==> src/rtl/reg_skid.sv <==
// Two-entry skid buffer between a stallable producer and consumer.
// Every output (data, valid, ready, count) comes straight from a flop.
module reg_skid #(
  parameter int DW = 1
) (
  input  logic          clk,
  input  logic          nreset,
  input  logic          clear,
  input  logic          in_valid,
  input  logic [DW-1:0] in_data,
  output logic          in_ready,
  output logic          out_valid,
  output logic [DW-1:0] out_data,
  input  logic          out_ready,
  output logic [1:0]    count
);

  typedef enum logic [2:0] {
    EMPTY = 3'b001,
    BUSY  = 3'b010,
    FULL  = 3'b100
  } state_t;

  state_t        state_q, state_d;
  logic [DW-1:0] main_q, main_d;
  logic [DW-1:0] skid_q, skid_d;
  logic          in_ready_q, in_ready_d;
  logic          out_valid_q, out_valid_d;
  logic [1:0]    count_q, count_d;
  logic          in_xfer, out_xfer;

  assign in_xfer  = in_valid & in_ready_q;
  assign out_xfer = out_valid_q & out_ready;

  always_comb begin
    state_d = state_q;
    main_d  = main_q;
    skid_d  = skid_q;
    unique case (state_q)
      EMPTY: begin
        if (in_xfer) begin
          main_d  = in_data;
          state_d = BUSY;
        end
      end
      BUSY: begin
        if (in_xfer && out_xfer) begin
          main_d = in_data;
        end else if (in_xfer) begin
          skid_d  = in_data;
          state_d = FULL;
        end else if (out_xfer) begin
          state_d = EMPTY;
        end
      end
      FULL: begin
        if (out_xfer) begin
          main_d  = skid_q;
          state_d = BUSY;
        end
      end
      default: state_d = EMPTY;
    endcase
    // Flush drops buffered words but leaves the last head value visible.
    if (clear) begin
      state_d = EMPTY;
      main_d  = main_q;
      skid_d  = skid_q;
    end
  end

  // Output flops are loaded from the next state so no decode sits after them.
  always_comb begin
    in_ready_d  = (state_d != FULL);
    out_valid_d = (state_d != EMPTY);
    count_d     = 2'd0;
    if (state_d == BUSY) count_d = 2'd1;
    if (state_d == FULL) count_d = 2'd2;
  end

  always_ff @(posedge clk or negedge nreset) begin
    if (!nreset) begin
      state_q     <= EMPTY;
      main_q      <= '0;
      skid_q      <= '0;
      in_ready_q  <= 1'b1;
      out_valid_q <= 1'b0;
      count_q     <= 2'd0;
    end else begin
      state_q     <= state_d;
      main_q      <= main_d;
      skid_q      <= skid_d;
      in_ready_q  <= in_ready_d;
      out_valid_q <= out_valid_d;
      count_q     <= count_d;
    end
  end

  assign in_ready  = in_ready_q;
  assign out_valid = out_valid_q;
  assign out_data  = main_q;
  assign count     = count_q;

endmodule
==> config.mk <==
export PLATFORM = sky130hd
export DESIGN_NAME = reg_skid
export DESIGN_NICKNAME = d
export VERILOG_FILES = /design/src/rtl/reg_skid.sv
export SDC_FILE = /design/constraint.sdc
export NUM_CORES = 1
export LEC_CHECK = 0
export ABC_AREA = 1
export BUFFER_PORTS_ARGS = -buffer_cell sky130_fd_sc_hd__buf_2
export CAP_MARGIN = 20
export CELL_PAD_IN_SITES_DETAIL_PLACEMENT = 1
export CELL_PAD_IN_SITES_GLOBAL_PLACEMENT = 1
export CORE_AREA = 2 2 39 41
export DETAILED_ROUTE_END_ITERATION = 7
export DIE_AREA = 0 0 41 43
export GPL_ROUTABILITY_DRIVEN = 0
export HOLD_SLACK_MARGIN = 0.12
export PLACE_DENSITY_LB_ADDON = 0.1
export SLEW_MARGIN = 25
export SYNTH_ARGS = -nofsm -noshare
export SYNTH_HDL_FRONTEND = slang
export SYNTH_SLANG_ARGS = --single-unit
==> constraint.sdc <==
create_clock -name clk -period 2 [get_ports clk]
set_input_delay 0.4 -clock clk [delete_from_list [all_inputs] [get_ports clk]]
set_output_delay 0.4 -clock clk [all_outputs]
set_load 0.05 [all_outputs]
==> run summary <==
Crit Path Max Fanout -> 2
PwrDens -> 868 mW/mm²
layout cells sized above 1 -> 38.9%
syn nets -> 63
count of pins over their slew limit -> 0
die width -> 41 µm
worst path cell trace -> buf_2
initial antenna violation count -> 0
Synth cell types -> 14
post-CTS setup buffer count -> 0
ANT cells -> 0
final clock skew -> 0.000447 ns
Crit path largest cell delay -> 0.53 ns
Core ar. -> 0.00138 mm²
unrepaired setup endpoints after global routing -> false
Post-Syn Area -> 464 µm²
critical path class -> reg -> out
fin crit period -> 1.44 ns
Rel. slew slack -> 83.6%
sequential-to-total area share from yosys stat -> 49.1%
DRC violations left -> 0
DIE AREA -> 0.00176 mm²
Final period util -> 72.1%
Detail Route Antenna Nets -> 0
Final Hold Vio Count -> 0
average routed wire per standard cell -> 12.1 µm
endpoints failing setup -> 0
synthesized instance count -> 57
buffer and inverter count on the worst path -> 1
crit end category -> primary output
nets -> 79
critical path's slowest cell -> dfstp_2
CTS root buf -> clkbuf_4
first-pass GRT wire length -> 1720 µm
largest net degree at the start of global routing -> 10
Yosys reg bits -> 9
Initial Util -> 33.5%
num rows -> 14
clock transition at the registers of the reported paths -> 0.07 ns
GRT overflow -> 0
CP required -> 1.60 ns
Max Buffers Root-to-Sink -> 2
worst slew pin tran -> 0.245 ns
number of fill cells -> 184
Final HPWL DP -> 822 µm
DRT iter0 DRCs -> 4
Max Freq -> 693 MHz
Leak -> 0.329 nW
worst min path class -> in -> reg
Vias per Instance -> 4.84
WL final -> 1060 µm
vias in the first global route -> 418
gr usage total -> 15.4%
I/O Buffers -> 10
Worst-Skew Late Latency -> 0.26 ns
Setup Total Neg Slack -> 0 ns
vias -> 426
CTS sink count -> 9
max-cap violations -> 0
Yosys warnings -> 0
H-tree Lvls -> 1
CTS tree -> built
Setup crit start kind -> register
TritonCTS Buffers -> 3
Power, Total -> 0.496 mW
DIE HEIGHT -> 43 µm
drt first pass iters -> 2
Ports -> 11
status -> complete, no violations
CP delay by family, top -> flip-flops
Area Growth Syn to Fin -> 23.2%
Worst VDD drop -> 0.000372 V
CP arrival -> 1.04 ns
synthesized area per cell -> 8.14 µm²
-- cells in the mapped netlist (all sizes together) --
master  instances  area share (%)
nand2          14              13
inv            12             9.7
nand3          10              13
dfrtp           7              38
nor2            6             8.1
o21ai           3             3.2
a31oi           2             2.7
dfstp           2              11
nand4           1             1.3
-- cells by family (layout without fill, tap and decap cells) --
kind of cell           count (synthesis)  count (layout)  synth area share (%)
flip-flops                             9               9                  49.1
AO/OA/AOI/OAI                          5               5                  5.93
AND/OR/NAND/NOR                       31              31                  35.3
buffers and inverters                 12              27                  9.70
-- cell usage in the layout (no fill, tap or decap) --
cell	count
nor2_1	2
nand3_2	2
dfrtp_1	7
inv_1	9
nand4_1	1
nor2_4	1
clkbuf_4	3
a31oi_1	2
nor2_2	3
nand2_1	11
buf_2	10
nand2_2	3
nand3_1	8
inv_2	3
o21ai_1	3
clkinv_2	1
dlygate4sd3_1	1
dfstp_2	2
-- per-layer routing --
metal | routed length (µm) | global-route usage [%] | vias to the layer above | part of all wire [%]
li1 | - | - | 209 | -
met1 | 483 | 19.1 | 209 | 46
met2 | 528 | 23.1 | 6 | 50
met3 | 38 | 4.71 | 2 | 3.6
met4 | 10 | 8.00 | 0 | 0.94
met5 | 0 | 0 | - | 0
-- stage by stage --
step	instances	instance area, µm²	worst slack [ns]	hold WS (ns)	utilization (%)
CTS	88	572	0.544	0.307	41.3
global route	88	572	0.519	0.310	41.3
global placement	83	534	0.783	0.264	38.6
finish	88	572	0.558	0.313	41.3
floorplan	57	464	0.633	0.104	-
detailed placement	83	534	0.749	0.264	38.6
-- flip-flops by register name, indices dropped and copies added (netlist names) --
name,count
count,2
out_data,1
in_ready,1
state_q,3
skid_q,1
out_valid,1
-- path summary, 6_finish.rpt --
check	start	endpoint	slack, ns	depth (start not counted)
max	in_ready$_DFF_PN1_	in_ready	0.56	1
min	clear	count[0]$_DFF_PN0_	0.31	2
max reg2reg	state_q[1]$_DFF_PN0_	out_data$_DFFE_PN0P_	0.75	8
min reg2reg	skid_q$_DFFE_PN0P_	skid_q$_DFFE_PN0P_	0.50	2
max in group asynchronous	nreset	in_ready$_DFF_PN1_	1.24	2
min in group asynchronous	nreset	out_valid$_DFF_PN0_	0.52	2
-- power by group --
part	internal, mW	switching (mW)	leakage (nW)
sequential	0.205	0.0137	0.114
combinational	0.0370	0.0957	0.197
clock	0.0739	0.0712	0.0177
total	0.316	0.181	0.329
-- final cells by class --
class / instances / area, µm² / share of cell area, %
clock inverters: 1 / 5.00 / 0.875
clock buffers: 3 / 22.5 / 3.94
well taps: 16 / 20.0 / 3.50
flip-flops and latches: 9 / 228 / 39.8
multi-input cells: 36 / 191 / 33.5
repair buffers: 11 / 60.1 / 10.5
inverters: 12 / 45.0 / 7.88
-- repair_timing --
item                      in CTS  in global routing
hold endpoints to repair       7                  0
gates resized for setup        0                  0
hold buffers                   1                  0
Power figures use the tool's default switching activity.
